===== src/rtl/pc_redirect_ctrl.sv =====
// PC redirect controller: arbitrates stalls, taken branches and fault rollback to the last checkpoint.
// Optional fault event counter enabled by defining FAULT_LOG_EN.
module pc_redirect_ctrl #(
    parameter logic [31:0] RESET_PC     = 32'h0000_0000,
    parameter int          FLUSH_CYCLES = 3,
    parameter int          MAX_RETRY    = 3,
    parameter int          CNT_W        = 8
) (
    input  logic             clk,
    input  logic             reset,
    input  logic             stall_req,
    input  logic             branch_valid,
    input  logic [31:0]      branch_target,
    input  logic             commit_valid,
    input  logic [31:0]      commit_pc,
    input  logic             fault_detect,
    output logic             pc_hold,
    output logic             pc_redirect,
    output logic [31:0]      redirect_addr,
    output logic             flush,
    output logic             recovery_active,
    output logic             fatal_error,
    output logic [CNT_W-1:0] fault_count
);

    typedef enum logic [1:0] {RUN, FLUSH, ROLLBACK, HALT} state_t;

    localparam logic [3:0] FLUSH_INIT = 4'(FLUSH_CYCLES);
    localparam logic [3:0] RETRY_LIM  = 4'(MAX_RETRY);

    state_t      state, state_nxt;
    logic [3:0]  flush_cnt, flush_cnt_nxt;
    logic [3:0]  retry_cnt, retry_cnt_nxt;
    logic [3:0]  retry_inc;
    logic [31:0] ckpt_pc, ckpt_pc_nxt;
    logic        pend_valid, pend_valid_nxt;
    logic [31:0] pend_target, pend_target_nxt;

    logic        hold_d, redirect_d, flush_d, recovery_d, fatal_d;
    logic [31:0] addr_d;

    assign retry_inc = retry_cnt + 4'd1;

    always_ff @(posedge clk or posedge reset) begin
        if (reset) begin
            state           <= RUN;
            flush_cnt       <= 4'd0;
            retry_cnt       <= 4'd0;
            ckpt_pc         <= RESET_PC;
            pend_valid      <= 1'b0;
            pend_target     <= 32'd0;
            pc_hold         <= 1'b0;
            pc_redirect     <= 1'b0;
            redirect_addr   <= 32'd0;
            flush           <= 1'b0;
            recovery_active <= 1'b0;
            fatal_error     <= 1'b0;
        end else begin
            state           <= state_nxt;
            flush_cnt       <= flush_cnt_nxt;
            retry_cnt       <= retry_cnt_nxt;
            ckpt_pc         <= ckpt_pc_nxt;
            pend_valid      <= pend_valid_nxt;
            pend_target     <= pend_target_nxt;
            pc_hold         <= hold_d;
            pc_redirect     <= redirect_d;
            redirect_addr   <= addr_d;
            flush           <= flush_d;
            recovery_active <= recovery_d;
            fatal_error     <= fatal_d;
        end
    end

    // A commit and a fault in the same cycle: checkpoint moves, but the retry count still climbs.
    always_comb begin
        state_nxt       = state;
        flush_cnt_nxt   = flush_cnt;
        retry_cnt_nxt   = retry_cnt;
        ckpt_pc_nxt     = ckpt_pc;
        pend_valid_nxt  = pend_valid;
        pend_target_nxt = pend_target;
        case (state)
            RUN: begin
                if (commit_valid) begin
                    ckpt_pc_nxt   = commit_pc + 32'd4;
                    retry_cnt_nxt = 4'd0;
                end
                if (fault_detect) begin
                    retry_cnt_nxt  = retry_inc;
                    pend_valid_nxt = 1'b0;
                    if (retry_inc >= RETRY_LIM) begin
                        state_nxt = HALT;
                    end else begin
                        state_nxt     = FLUSH;
                        flush_cnt_nxt = FLUSH_INIT;
                    end
                end else if (stall_req) begin
                    if (branch_valid) begin
                        pend_valid_nxt  = 1'b1;
                        pend_target_nxt = branch_target;
                    end
                end else begin
                    pend_valid_nxt = 1'b0;
                end
            end
            FLUSH: begin
                flush_cnt_nxt = flush_cnt - 4'd1;
                if (flush_cnt <= 4'd1) begin
                    state_nxt = ROLLBACK;
                end
            end
            ROLLBACK: state_nxt = RUN;
            HALT:     state_nxt = HALT;
            default:  state_nxt = RUN;
        endcase
    end

    // Outputs are computed for the cycle after this edge, so hold always wins over redirect here.
    always_comb begin
        hold_d     = 1'b0;
        redirect_d = 1'b0;
        addr_d     = 32'd0;
        flush_d    = 1'b0;
        recovery_d = 1'b0;
        fatal_d    = 1'b0;
        case (state)
            RUN: begin
                if (state_nxt == HALT) begin
                    hold_d  = 1'b1;
                    flush_d = 1'b1;
                    fatal_d = 1'b1;
                end else if (state_nxt == FLUSH) begin
                    hold_d     = 1'b1;
                    flush_d    = 1'b1;
                    recovery_d = 1'b1;
                end else if (stall_req) begin
                    hold_d = 1'b1;
                end else if (branch_valid) begin
                    redirect_d = 1'b1;
                    addr_d     = branch_target;
                end else if (pend_valid) begin
                    redirect_d = 1'b1;
                    addr_d     = pend_target;
                end
            end
            FLUSH: begin
                recovery_d = 1'b1;
                if (state_nxt == ROLLBACK) begin
                    redirect_d = 1'b1;
                    addr_d     = ckpt_pc;
                end else begin
                    hold_d  = 1'b1;
                    flush_d = 1'b1;
                end
            end
            HALT: begin
                hold_d  = 1'b1;
                fatal_d = 1'b1;
            end
            default: begin
                hold_d = 1'b0;
            end
        endcase
    end

`ifdef FAULT_LOG_EN
    localparam logic [CNT_W-1:0] CNT_ONE = 1;
    logic [CNT_W-1:0] fault_cnt_q;

    always_ff @(posedge clk or posedge reset) begin
        if (reset) begin
            fault_cnt_q <= '0;
        end else if (state == RUN && fault_detect && fault_cnt_q != '1) begin
            fault_cnt_q <= fault_cnt_q + CNT_ONE;
        end
    end

    assign fault_count = fault_cnt_q;
`else
    assign fault_count = '0;
`endif

endmodule


===== config.mk =====
export PLATFORM = sky130hd
export DESIGN_NAME = pc_redirect_ctrl
export DESIGN_NICKNAME = d
export VERILOG_FILES = /design/src/rtl/pc_redirect_ctrl.sv
export SDC_FILE = /design/constraint.sdc
export NUM_CORES = 1
export LEC_CHECK = 0
export ABC_AREA = 1
export CORE_MARGIN = 4
export CORE_UTILIZATION = 35
export CTS_CLUSTER_DIAMETER = 60
export DETAILED_ROUTE_END_ITERATION = 10
export SLEW_MARGIN = 10
export SYNTH_ARGS = -nofsm -noshare
export SYNTH_HDL_FRONTEND = slang
export SYNTH_SLANG_ARGS = --single-unit

===== constraint.sdc =====
create_clock -name clk -period 4.4 [get_ports clk]
set_input_delay 1.32 -clock clk [delete_from_list [all_inputs] [get_ports clk]]
set_output_delay 1.32 -clock clk [all_outputs]
set_load 0.01 [all_outputs]

==> metrics.cfg <==
[worst_setup_path]
cp_slowest_cell=nand2_2
timing_worst_setup_path_type=in2reg
cpLargestDelayFamily=simple AND/OR/NAND/NOR gates
path_buf_inv=3
cpMostUsedCell=nand2_2
startpoint_type=primary input
slowest_delay_ps=500
end_kind=flip-flop
crit_fanout=33
crit_chain=clkdlybuf4s50_1 > nand2_2 > inv_2 > nand2_2 > buf_4 > nand2_1 > o21ai_1
required_ps=4680
cp_data_arrival_time_ps=3310

[hold_path]
min_path_type=reg2reg

[power_and_ir_drop]
power_frac_comb=0.370
power.density_nw_per_um2=552
p_seq_frac=0.406
clkPwrFrac=0.224
ir_drop_uv=290
swShare=0.368
p_int_mw=2.59
switching_power_mw=1.51
p_leak_nw=3.45

[detailed_routing]
route.vias.total=4965
drt_iter0_drc=385
routed_wl_mm=15.4
via_per_inst=4.82
ant_nets=0
drc=0
drtPass1Iterations=4
wire_per_inst_um=15.0

[layout]
final_nets=889
layout-drive-gt1-share=0.0945
stdcell_count=1031
multiInputGateArea_sq_um=2470
synthToLayoutAreaGrowth_pct=27.2
ff_latch_area_sq_um=2800
fillerInstances=1572
diodes=0

[synthesis]
ys_seq_area_frac=0.479
yosysWarnings=0
ys.flop_type=dfrtp_1
synth_area_leader_cell=dfrtp_1
synth_edf_count=0
ys_types=34
yosysTopAreaCellShare=0.479
syn_inst=713
ys_seq_elements=112
syn_area_sq_um=5850
yosys-top-cells-area=dfrtp_1, nand2_1, inv_1
synth.avg_cell_area_sq_um=8.20
postSynth.asyncResetShare=1.00

[clocking]
ctsResizeCount=0
clock-root-buffer=clkbuf_16
clk_latency_ps=360
clkTransAtPathRegs_ps=70
cts_buffers=9
clockBufferDepth=2
cts.htree.levels=3
cts_tree=built
clkSinkCount=112
ctsHoldBuffers=0
cts_setup_buffers=0

[grt]
grt_overflow=0
grt_usage=0.171
grt_max_degree=56
grt_pass1_wl_mm=25.1
antenna_found_initial=0
first_global_vias=4837

[sta]
layout_min_cycle_time_ps=3030
rsz0062_at_grt=no
slew_headroom=0.551
fin_setup_tns_ps=0
setup_violations=0
finClkSkew_ps=9.10
timing.fmax_mhz=330
post-route-period-util=0.689
report.final.slew_viol_count=0
hold_viol=0
worstMarginPinSlew_ps=671

[floorplan]
die_area_sq_um=18800
rows=46
ios=115
core_area_sq_um=16100
die_y_um=137
start_util=0.363
die_w_um=137

[flow_run]
drv_cap=0

[placed_design]
dp_hpwl_mm=11.5
place.gp.congestion=0.950
dp.cells=1015
portBuffers=106

[run_status]
status=finished clean

-- cells in the final DEF, fill, tap and decap left out, types with 4 or more instances in the layout --
master,synthesis,final
xor2_1,8,8
nand2_1,150,150
inv_2,7,7
o21ai_0,50,50
inv_1,101,100
clkdlybuf4s50_1,0,106
o21ai_2,29,29
nand3_1,66,66
mux2_2,5,5
nor3_1,9,9
a31oi_1,8,8
buf_4,8,6
nand4_1,6,6
mux2_1,4,4
nand3b_1,4,4
ha_1,9,9
conb_1,1,8
dfrtp_1,112,112
a32oi_1,9,9
a21oi_1,4,4
clkbuf_16,0,9
nor2_1,43,42
o21ai_1,34,34
-- synth_stat cells, types with 2 or more instances --
cell type,number
dfrtp_1,112
xnor2_1,3
inv_2,7
nor2_1,43
a21oi_1,4
o21ai_0,50
a31oi_1,8
buf_6,3
a32oi_1,9
ha_1,9
nand3b_1,4
nand3_1,66
nor3_2,2
clkbuf_1,14
o31ai_1,2
o21ai_2,29
inv_1,101
buf_2,10
nor3_1,9
mux2_1,4
nand2_2,3
o21ai_1,34
xor2_1,8
mux2_2,5
o22ai_1,3
buf_4,8
nand4_1,6
nand2_1,150
nor2_2,2
-- power by group through the flow --
stage / logic, mW / clock network (mW) / registers (mW)
after global routing: 1.71 / 0.982 / 1.71
after CTS: 1.54 / 0.946 / 1.66
after global placement: 1.51 / 0 / 1.67
after floorplan: 0.976 / 0 / 1.67
after detailed placement: 1.53 / 0 / 1.68
final: 1.52 / 0.921 / 1.66
-- state kept, by name, summed over array words and instances (netlist names) --
| name | cells |
|---|---|
| ckpt_pc | 32 |
| fatal_error | 1 |
| flush | 1 |
| flush_cnt | 4 |
| pc_hold | 1 |
| pc_redirect | 1 |
| pend_target | 32 |
| pend_valid | 1 |
| recovery_active | 1 |
| redirect_addr | 32 |
| retry_cnt | 4 |
| state | 2 |
-- cells by family (layout without fill, tap and decap cells) --
logic type / count (synthesis) / count (layout) / share of synthesized area
compound gates: 140 / 140 / 0.149
xor+xnor: 11 / 11 / 0.0165
fa+ha+maj: 9 / 9 / 0.0193
buf+inv: 144 / 239 / 0.104
flops: 112 / 112 / 0.479
mux: 9 / 9 / 0.0173
other cells: 1 / 8 / 0.000641
simple gates: 287 / 287 / 0.214
-- area by class of cell --
| class | instances | area share |
|---|---|---|
| clock buffers | 11 | 0.0340 |
| clock inverters | 5 | 0.0116 |
| inverters | 109 | 0.0553 |
| multi-input cells | 464 | 0.332 |
| flip-flops and latches | 112 | 0.377 |
| well taps | 216 | 0.0363 |
| repair buffers | 114 | 0.154 |
-- metal layers --
layer  up-vias  GRT usage  part of all wire
met3        24     0.0241             0.048
met5         -          0                 0
met2       143      0.252              0.45
li1       2489          -                 -
met1      2309      0.251              0.48
met4         0     0.0765             0.030
-- worst register-to-register path, delay by kind of cell (launching register included) --
family,cells,cell delay (ps)
simple gates,3,830
flops,1,430
compound gates,1,50
buf+inv,4,1040
fa+ha+maj,1,160
-- metrics by stage --
| step | power, mW | hold WS (ps) | util | instance area, sq um | setup slack (ps) |
|---|---|---|---|---|---|
| 5_1_grt | 4.41 | 519 | 0.462 | 7440 | 1150 |
| 4_1_cts | 4.15 | 489 | 0.462 | 7440 | 1380 |
| 3_3_place_gp | 3.19 | 469 | 0.441 | 7100 | 1030 |
| 6_report | 4.10 | 485 | 0.462 | 7440 | 1370 |
| 3_5_place_dp | 3.21 | 470 | 0.441 | 7100 | 1010 |
| 2_1_floorplan | 2.65 | 449 | - | 5870 | 121 |
-- worst paths after layout --
kind / from / to / slack [ps] / cells past startpoint
setup reg to reg: state[0] / pend_target[10] / 1760 / 9
min in group asynchronous: reset / pend_target[23] / 1340 / 2
hold reg to reg: ckpt_pc[25] / ckpt_pc[25] / 490 / 2
hold / removal: ckpt_pc[25] / ckpt_pc[25] / 490 / 2
max in group asynchronous: reset / redirect_addr[21] / 2370 / 3
setup / recovery: branch_valid / pend_target[8] / 1370 / 7
No activity file was read; power rests on OpenSTA's default activity.
